`config.mk`:
```
export PLATFORM = sky130hd
export DESIGN_NAME = seq_stim_ctrl
export DESIGN_NICKNAME = d
export VERILOG_FILES = /design/src/rtl/seq_pkg.sv /design/src/rtl/seq_hit_counter.sv /design/src/rtl/seq_stim_ctrl.sv
export SDC_FILE = /design/constraint.sdc
export NUM_CORES = 1
export LEC_CHECK = 0
export ABC_CLOCK_PERIOD_IN_PS = 4200
export BUFFER_PORTS_ARGS = -buffer_cell sky130_fd_sc_hd__buf_2
export CAP_MARGIN = 20
export CELL_PAD_IN_SITES_DETAIL_PLACEMENT = 1
export CELL_PAD_IN_SITES_GLOBAL_PLACEMENT = 1
export CORE_ASPECT_RATIO = 1.4
export CORE_MARGIN = 3
export CORE_UTILIZATION = 39
export CTS_CLUSTER_SIZE = 30
export DETAILED_ROUTE_END_ITERATION = 6
export PLACE_DENSITY = 0.77
export RECOVER_POWER = 25
export SYNTH_ARGS = -nofsm -noshare
export SYNTH_HDL_FRONTEND = slang
export SYNTH_SLANG_ARGS = --single-unit
```
`constraint.sdc`:
```
create_clock -name clk -period 4.2 [get_ports clk]
set_input_delay 0.21 -clock clk [delete_from_list [all_inputs] [get_ports clk]]
set_output_delay 0.21 -clock clk [all_outputs]
set_load 0.005 [all_outputs]
```
`src/rtl/seq_pkg.sv`:
```
// Shared definitions for the sequence-detector stimulus controller:
// state encoding, default sizing and the pattern-length legality check.
package seq_pkg;

    localparam int SEQ_MAXLEN = 32;
    localparam int SEQ_CNTW   = 8;
    localparam int SEQ_FLUSH  = 6;
    localparam int SEQ_CLRCYC = 2;

    // Width of the CLEAR and DRAIN cycle counters; covers FLUSH/CLRCYC up to 8.
    localparam int SEQ_CTRW   = 3;

    typedef enum logic [2:0] {
        S_IDLE  = 3'd0,
        S_CLEAR = 3'd1,
        S_RUN   = 3'd2,
        S_DRAIN = 3'd3,
        S_DONE  = 3'd4
    } state_e;

    function automatic logic len_ok(input logic [5:0] l, input int maxlen);
        return (l != 6'd0) && (int'(l) <= maxlen);
    endfunction

endpackage

```
`src/rtl/seq_hit_counter.sv`:
```
// Saturating hit counter: synchronous clear has priority over enable,
// and the count sticks at all-ones instead of wrapping.
module seq_hit_counter #(
    parameter int W = 8
) (
    input  logic         clk,
    input  logic         rst,
    input  logic         clr_i,
    input  logic         en_i,
    output logic [W-1:0] cnt_o
);

    logic [W-1:0] cnt_q;
    logic [W-1:0] cnt_d;

    always_comb begin
        cnt_d = cnt_q;
        if (clr_i) begin
            cnt_d = '0;
        end else if (en_i && (cnt_q != '1)) begin
            cnt_d = cnt_q + W'(1);
        end
    end

    always_ff @(posedge clk or posedge rst) begin
        if (rst) begin
            cnt_q <= '0;
        end else begin
            cnt_q <= cnt_d;
        end
    end

    assign cnt_o = cnt_q;

endmodule

```
`src/rtl/seq_stim_ctrl.sv`:
```
// Host-controlled stimulus sequencer for the serial sequence detector:
// clear detector, stream a latched pattern reps times MSB-first, flush, report.
//
// Handshake: start is a single-cycle request honoured only in IDLE; an illegal
// start yields a one-cycle err, a legal one raises busy until after the done
// pulse. abort cancels CLEAR/RUN/DRAIN; it never suppresses an imminent DONE.
module seq_stim_ctrl
    import seq_pkg::*;
#(
    parameter int MAXLEN = SEQ_MAXLEN,
    parameter int CNTW   = SEQ_CNTW,
    parameter int FLUSH  = SEQ_FLUSH,
    parameter int CLRCYC = SEQ_CLRCYC
) (
    input  logic              clk,
    input  logic              rst,
    input  logic              start,
    input  logic [MAXLEN-1:0] pattern,
    input  logic [5:0]        len,
    input  logic [CNTW-1:0]   reps,
    input  logic              abort,
    output logic              din,
    output logic              det_rst_n,
    input  logic              dout,
    output logic              busy,
    output logic              done,
    output logic              err,
    output logic [CNTW-1:0]   hit_cnt,
    output logic [5:0]        bit_idx,
    output logic [2:0]        state_dbg
);

    localparam logic [SEQ_CTRW-1:0] CLR_LAST   = SEQ_CTRW'(CLRCYC - 1);
    localparam logic [SEQ_CTRW-1:0] FLUSH_LAST = SEQ_CTRW'(FLUSH - 1);

    state_e              state_q, state_d;
    logic [MAXLEN-1:0]   pat_q, pat_d;
    logic [5:0]          len_q, len_d;
    logic [CNTW-1:0]     reps_q, reps_d;
    logic [CNTW-1:0]     rep_q, rep_d;
    logic [5:0]          idx_q, idx_d;
    logic [SEQ_CTRW-1:0] clr_q, clr_d;
    logic [SEQ_CTRW-1:0] fl_q, fl_d;
    logic                din_q, din_d;
    logic                rstn_q, rstn_d;
    logic                busy_q, busy_d;
    logic                done_q, done_d;
    logic                err_q, err_d;
    logic                hit_clr;
    logic                hit_en;
    logic [5:0]          sel_amt;
    logic [MAXLEN-1:0]   sel_mask;

    always_comb begin
        state_d  = state_q;
        pat_d    = pat_q;
        len_d    = len_q;
        reps_d   = reps_q;
        rep_d    = rep_q;
        idx_d    = idx_q;
        clr_d    = clr_q;
        fl_d     = fl_q;
        err_d    = 1'b0;
        hit_clr  = 1'b0;

        case (state_q)
            S_IDLE: begin
                if (start) begin
                    if (len_ok(len, MAXLEN) && (reps != '0)) begin
                        state_d = S_CLEAR;
                        pat_d   = pattern;
                        len_d   = len;
                        reps_d  = reps;
                        clr_d   = '0;
                        hit_clr = 1'b1;
                    end else begin
                        err_d = 1'b1;
                    end
                end
            end
            S_CLEAR: begin
                if (abort) begin
                    state_d = S_IDLE;
                end else if (clr_q == CLR_LAST) begin
                    state_d = S_RUN;
                    idx_d   = 6'd0;
                    rep_d   = reps_q;
                end else begin
                    clr_d = clr_q + SEQ_CTRW'(1);
                end
            end
            S_RUN: begin
                if (abort) begin
                    state_d = S_IDLE;
                end else if (idx_q == len_q - 6'd1) begin
                    idx_d = 6'd0;
                    if (rep_q == CNTW'(1)) begin
                        state_d = S_DRAIN;
                        fl_d    = '0;
                    end else begin
                        rep_d = rep_q - CNTW'(1);
                    end
                end else begin
                    idx_d = idx_q + 6'd1;
                end
            end
            S_DRAIN: begin
                // The last flush cycle commits to DONE even if abort arrives with it.
                if (fl_q == FLUSH_LAST) begin
                    state_d = S_DONE;
                end else if (abort) begin
                    state_d = S_IDLE;
                end else begin
                    fl_d = fl_q + SEQ_CTRW'(1);
                end
            end
            S_DONE: begin
                state_d = S_IDLE;
            end
            default: begin
                state_d = S_IDLE;
            end
        endcase

        if (state_d != S_RUN) begin
            idx_d = 6'd0;
        end

        // Outputs are registered, so derive them from the state being entered.
        sel_amt  = len_d - 6'd1 - idx_d;
        sel_mask = {{(MAXLEN-1){1'b0}}, 1'b1} << sel_amt;
        din_d    = (state_d == S_RUN) && (|(pat_d & sel_mask));
        rstn_d   = (state_d != S_CLEAR);
        busy_d   = (state_d != S_IDLE);
        done_d   = (state_d == S_DONE);
    end

    always_ff @(posedge clk or posedge rst) begin
        if (rst) begin
            state_q <= S_IDLE;
            pat_q   <= '0;
            len_q   <= '0;
            reps_q  <= '0;
            rep_q   <= '0;
            idx_q   <= '0;
            clr_q   <= '0;
            fl_q    <= '0;
            din_q   <= 1'b0;
            rstn_q  <= 1'b0;
            busy_q  <= 1'b0;
            done_q  <= 1'b0;
            err_q   <= 1'b0;
        end else begin
            state_q <= state_d;
            pat_q   <= pat_d;
            len_q   <= len_d;
            reps_q  <= reps_d;
            rep_q   <= rep_d;
            idx_q   <= idx_d;
            clr_q   <= clr_d;
            fl_q    <= fl_d;
            din_q   <= din_d;
            rstn_q  <= rstn_d;
            busy_q  <= busy_d;
            done_q  <= done_d;
            err_q   <= err_d;
        end
    end

    assign hit_en = dout && ((state_q == S_RUN) || (state_q == S_DRAIN));

    seq_hit_counter #(
        .W (CNTW)
    ) u_hits (
        .clk   (clk),
        .rst   (rst),
        .clr_i (hit_clr),
        .en_i  (hit_en),
        .cnt_o (hit_cnt)
    );

    assign din       = din_q;
    assign det_rst_n = rstn_q;
    assign busy      = busy_q;
    assign done      = done_q;
    assign err       = err_q;
    assign bit_idx   = idx_q;
    assign state_dbg = state_q;

endmodule

```
# Yosys cells after proc, flatten, opt, wreduce, memory -nomap -nowiden
# Index checks and enable logic that the tools add are counted.
# word_totals
regBits,82
latchBits,0
mem_bits_rw,0
rom_bits,0
in_bits,51
wordCells,114
mem_count,0
# op_classes
n_addsub,8
n_mul,0
div,0
n_lt_le_gt_ge,1
n_eq_ne,23
shifts,1
n_mux,47
n_bitwise,1
reduce_logical,19
# ops
operator,n
$mux 32,3
$mux 8,7
$mux 3,18
$mux 6,8
$and 32x32->32,1
$reduce_or 32->1,1
$shl 1x6->32 const A,1
$ne 2x2->1 const B,11
$pmux 8 s2,1
$pmux 3 s2,2
$pmux 3 s4,1
$pmux 6 s2,1
$reduce_and 6->1,2
$sub 6x1->6 const B,2
$eq 3x2->1 const B,3
$add 8x1->8 const B,1
$eq 8x1->1 const B,1
$ne 8x8->1 const B,1
$reduce_bool 2->1,4
$reduce_bool 8->1,1
$sub 8x1->8 const B,1
$add 3x1->3 const B,2
$add 6x1->6 const B,1
$eq 3x1->1 const B,2
14 further kinds,24

# Longest topological paths before layout
# logic_depth
ltp_word,13
depth_mapped,19
ltp_nobuf,18

# Hierarchy
# A second synthesis with hierarchy kept.
# unflattened
hier_cells,481
area_unflattened_um2,4534.3
# modules_own_cells
module,instances,cells_each,area_per_inst_um2,seq_area_each_um2
seq_stim_ctrl,1,432,4030.1,1851.8
seq_hit_counter,1,49,504.2,200.2

# Least setup slack after synthesis
# Ideal clock, no wire load.
# synth_timing
kind,reg-to-reg
start,"register state_q[2], in the netlist state_dbg[2]"
end,"register din_q, in the netlist din"
setup_time_ns,0.101
t_arrival_ns,3.989
t_required_ns,4.099
setup_slack_ns,0.110
stages_incl_launch_ff,20
path_buffers,5
path_cell_list,dfrtp_1 -> or4b_4 -> a211oi_2 -> nand2_1 -> buf_6 -> buf_6 -> buf_2 -> clkbuf_1 -> nand2_1 -> nand2_1 -> ha_1 -> a21oi_1 -> and3b_1 -> or2_1 -> clkbuf_1 -> mux4_2 -> a22oi_1 -> a221oi_1 -> a211oi_1 -> nor4_1
# synth_rtl
item,line_no,rtl
from (decl),seq_stim_ctrl.sv:36,"state_e state_q, state_d;"
from (signal assigned),seq_stim_ctrl.sv:154,state_q <= state_d;
$logic_not 3->1,seq_stim_ctrl.sv:66,case (state_q)
$mux 6,seq_stim_ctrl.sv:66,
via len_d[2],seq_stim_ctrl.sv:38,"logic [5:0] len_q, len_d;"
$sub 6x1->6,seq_stim_ctrl.sv:130,sel_amt = len_d - 6'd1 - idx_d;
$sub 6x6->6,seq_stim_ctrl.sv:130,
$shl 1x6->32,seq_stim_ctrl.sv:131,"sel_mask = {{(MAXLEN-1){1'b0}}, 1'b1} << sel_amt;"
$and 32x32->32,seq_stim_ctrl.sv:132,din_d = (state_d == S_RUN) && (|(pat_d & sel_mask));
$reduce_or 32->1,seq_stim_ctrl.sv:132,
$logic_and 1x1->1,seq_stim_ctrl.sv:132,
via din_d,seq_stim_ctrl.sv:44,"logic din_q, din_d;"
to (signal assigned),seq_stim_ctrl.sv:162,din_q <= din_d;
to (decl),seq_stim_ctrl.sv:44,
# The timed path passes the listed nets, and every way through them passes these cells.
# A chain may end at the register's enable or synchronous reset.

# Worst setup path in the final report
# layout_timing
start,register len_q[0]
end,"register din_q, in the netlist din"
# layout_between
elab_chain_cells,12
# layout_rtl
item,line_no,rtl
from (decl),seq_stim_ctrl.sv:38,
from (signal assigned),seq_stim_ctrl.sv:156,len_q <= len_d;
$sub 6x1->6,seq_stim_ctrl.sv:95,end else if (idx_q == len_q - 6'd1) begin
$eq 6x6->1,seq_stim_ctrl.sv:95,
$mux 3,seq_stim_ctrl.sv:95,
$mux 3,seq_stim_ctrl.sv:93,if (abort) begin
$pmux 3 s4,seq_stim_ctrl.sv:66,
$ne 3x2->1,seq_stim_ctrl.sv:125,if (state_d != S_RUN) begin
$mux 6,seq_stim_ctrl.sv:125,
$sub 6x6->6,seq_stim_ctrl.sv:130,
$shl 1x6->32,seq_stim_ctrl.sv:131,
$and 32x32->32,seq_stim_ctrl.sv:132,
$reduce_or 32->1,seq_stim_ctrl.sv:132,
$logic_and 1x1->1 *,seq_stim_ctrl.sv:132,
via din_d,seq_stim_ctrl.sv:44,
# The timed path passes the listed nets; every way through them passes the cells marked *.

==> qor.txt <==
placed cell count: 655
Die H: 131 um
Nets: 596
H-tree levels: 3
CP Capture Type: register
PnR worst setup slack: 270 ps
asr flop ratio synth: 100%
drt pass-1 iters: 4
r2r worst-path depth: 18
CP max FO: 8
pin count of the biggest net entering global routing: 61
Final min period: 3930 ps
Synth Flop Type: dfrtp_1
grt ovf: 0
Comb power frac: 40.5%
Switching Share: 37.0%
Clock power frac: 23.4%
library cells used by synthesis: 54
ant diodes: 0
# port buffers: 72
IO Count: 73
Pins Over Slew Limit: 48
CTS tree: built
die width: 94.9 um
root buf cell: clkbuf_16
crit path DAT: 4140 ps
Syn Nets: 511
fraction of layout instances using a drive strength above 1: 25.0%
routability cong.: 0.842
Clock Tree Buf Depth: 2
Max-Cap Viols: 1
post-placement setup slack: 66.8 ps
number of global-route vias before repair: 4018
final hold slack: 90.2 ps
clk_skew: 5.97 ps
Yosys warning count: 0
Critical Path Source Type: register
Leak: 2.51 nW
flops & latches, synth: 82
R2R Path End: din$_DFF_PP0_
DP Wirelength: 9220 um
Post-Layout Cell Count: 673
total global-route track usage: 21.1%
wl on met1: 4520 um
sequential power share: 36.1%
DRT iter0 DRCs: 129
Core Util, Final: 49.8%
DRC violations left: 0
worst skew pair latency: 340 ps
max_slew headroom: -74.6%
wire per inst: 18.0 um
Crit Path Category: reg2reg
r2r setup slk: 270 ps
CTS Buf Count: 9
Initial Util: 40.8%
status: finished with violations
Clock transition at path regs: 60 ps
Sink Count: 82
initial antenna violation count: 0
met3 wire len: 474 um
peak supply drop: 0.000296 V
antenna-violating nets left: 0
leading area contributor after synthesis: dfrtp_1
top cell type's share of synthesized area: 47.5%
Fmax: 0.254 GHz
Final Setup Violations: 0
Worst Hold Class: in2reg
Final period util: 93.6%
Synth Cell Area: 4320 um2
Core Rows: 44
Core Area: 10600 um2
first-pass GRT wire length: 20000 um
largest cells by area after synthesis: dfrtp_1, nand2_1, mux2_1, ha_1, xor2_1
Critical path origin: len_q[0]$_DFF_PP0_
Critical Path RT: 4410 ps
die footprint: 12400 um2
sequential share of the synthesized area: 47.5%
failing checks: max-capacitance violations, max-slew violations
final hold vios: 0
DR top layer: met4
critical path endpoint: din$_DFF_PP0_
WL met2: 6660 um
origin of the critical flop-to-flop path: len_q[0]$_DFF_PP0_
Synth Instances: 445
EDFF count, synth: 0
vias per cell: 5.40
total power: 3.31 mW
P per Cell Area: 629 nW/um2
post-CTS setup buffer count: 0
switching power: 1.22 mW
Routed WL: 12100 um
internal power: 2.09 mW
area grow syn2layout: 21.9%
syn avg cell area: 9.70 um2
total number of vias: 3633
Worst-Margin Slew: 2620 ps
-- power groups by stage --
stage,sequential (mW),clock [mW],combinational (mW)
CTS,1.20,0.801,1.28
floorplan,1.16,0,0.893
finish,1.20,0.776,1.34
global placement,1.19,0,1.20
global route,1.22,0.839,1.50
detailed placement,1.21,0,1.26
-- flip-flops by register name, summed over array words and instances (netlist names) --
signal	flops
clr_q	3
state_dbg	3
len_q	6
u_hits.cnt_o	8
det_rst_n	1
rep_q	8
err	1
bit_idx	6
pat_q	32
fl_q	3
busy	1
reps_q	8
done	1
din	1
-- metal layers --
metal | global-route usage [%] | vias to the layer above
li1 | - | 1718
met1 | 21.8 | 1808
met2 | 39.9 | 80
met3 | 3.89 | 27
met4 | 10.5 | 0
met5 | 0 | -
-- layout by cell type, fill, tap and decap left out, types with 5 or more instances in the layout --
cell	instances
mux2_2	9
inv_1	20
ha_1	13
mux2_1	16
a21oi_1	16
a22oi_1	9
nor2b_1	8
clkbuf_16	9
o21ai_0	11
buf_4	14
or3_1	6
nand2b_1	7
nand2_1	75
buf_2	72
a21o_1	5
nor2_1	26
nor4_1	5
nand3_1	22
nor3_1	13
xor2_1	13
o21ai_1	6
dfrtp_1	82
xnor2_1	8
-- per-stage QoR --
step                      cell area (um2)  setup TNS [ps]
after floorplan                      4320               0
after global placement               4890               0
after detailed placement             4890               0
after CTS                            5180               0
after global routing                 5260           -58.4
final                                5260               0
-- logic make-up (layout without fill, tap and decap cells) --
family | Yosys count | count (layout) | share of synthesized area, %
AO/OA/AOI/OAI | 75 | 75 | 11.5
AND/OR/NAND/NOR | 183 | 183 | 19.6
buffers and inverters | 36 | 126 | 3.54
adder cells (fa/ha/maj) | 15 | 15 | 4.52
multiplexers | 32 | 32 | 8.84
flip-flops | 82 | 82 | 47.5
XOR/XNOR | 22 | 22 | 4.46
-- cells in the mapped netlist (3+ instances only) --
library cell / count
nor2_1: 30
mux2_2: 9
xnor2_1: 9
nand2b_1: 7
and2_1: 3
nand3_1: 22
o211ai_1: 3
a31oi_1: 4
o21ai_1: 5
mux2i_1: 4
inv_1: 21
nand2_1: 76
dfrtp_1: 82
nor3_1: 14
xor2_1: 13
ha_1: 14
nor4_1: 6
nor2b_1: 8
a211oi_1: 3
clkbuf_1: 9
a21o_1: 5
a21oi_1: 17
or3_1: 6
mux2_1: 16
a22oi_1: 9
o21ai_0: 12
-- worst max-delay path, cell delays in order (launching register included) --
cell and delay (ps):
dfrtp_1 400, inv_1 90, ha_2 220, nor3_1 310
a211oi_2 120, o41ai_2 360, buf_4 200, nor2b_1 50
o21ai_1 140, o31ai_2 120, nand2b_1 100, ha_1 250
and3b_1 310, or2_4 200, nor3_1 70, a32o_1 230
o221a_2 260, nor4_1 270, nor4_1 90
-- area by class of cell --
cell class                 instances  area (um2)
tap                              138         173
sequential                        82        2050
clock inverter                     4        52.6
multi-input combinational        327        2190
clock buffer                      12         236
timing repair buffer              88         479
fill                            1253        5310
inverter                          22        83.8
-- timing repair --
action,CTS,global route
pin swaps,0,3
resized for setup,1,16
hold buffers,0,1
endpoints found under the setup margin,1,1
hold endpoints to repair,0,12
-- worst min-delay path by stage --
stage / start / cells past startpoint / to / slack (ps)
3_5_place_dp: reps[0] / 3 / reps_q[0]$_DFFE_PP0P_ / 430
6_report: pattern[21] / 3 / pat_q[21]$_DFF_PP0_ / 90
2_1_floorplan: abort / 1 / state_dbg[1]$_DFF_PP0_ / 300
3_3_place_gp: pattern[20] / 3 / pat_q[20]$_DFF_PP0_ / 420
4_1_cts: pattern[21] / 3 / pat_q[21]$_DFF_PP0_ / 70
5_1_grt: reps[3] / 3 / reps_q[3]$_DFFE_PP0P_ / 100
Power figures use the tool's default switching activity.
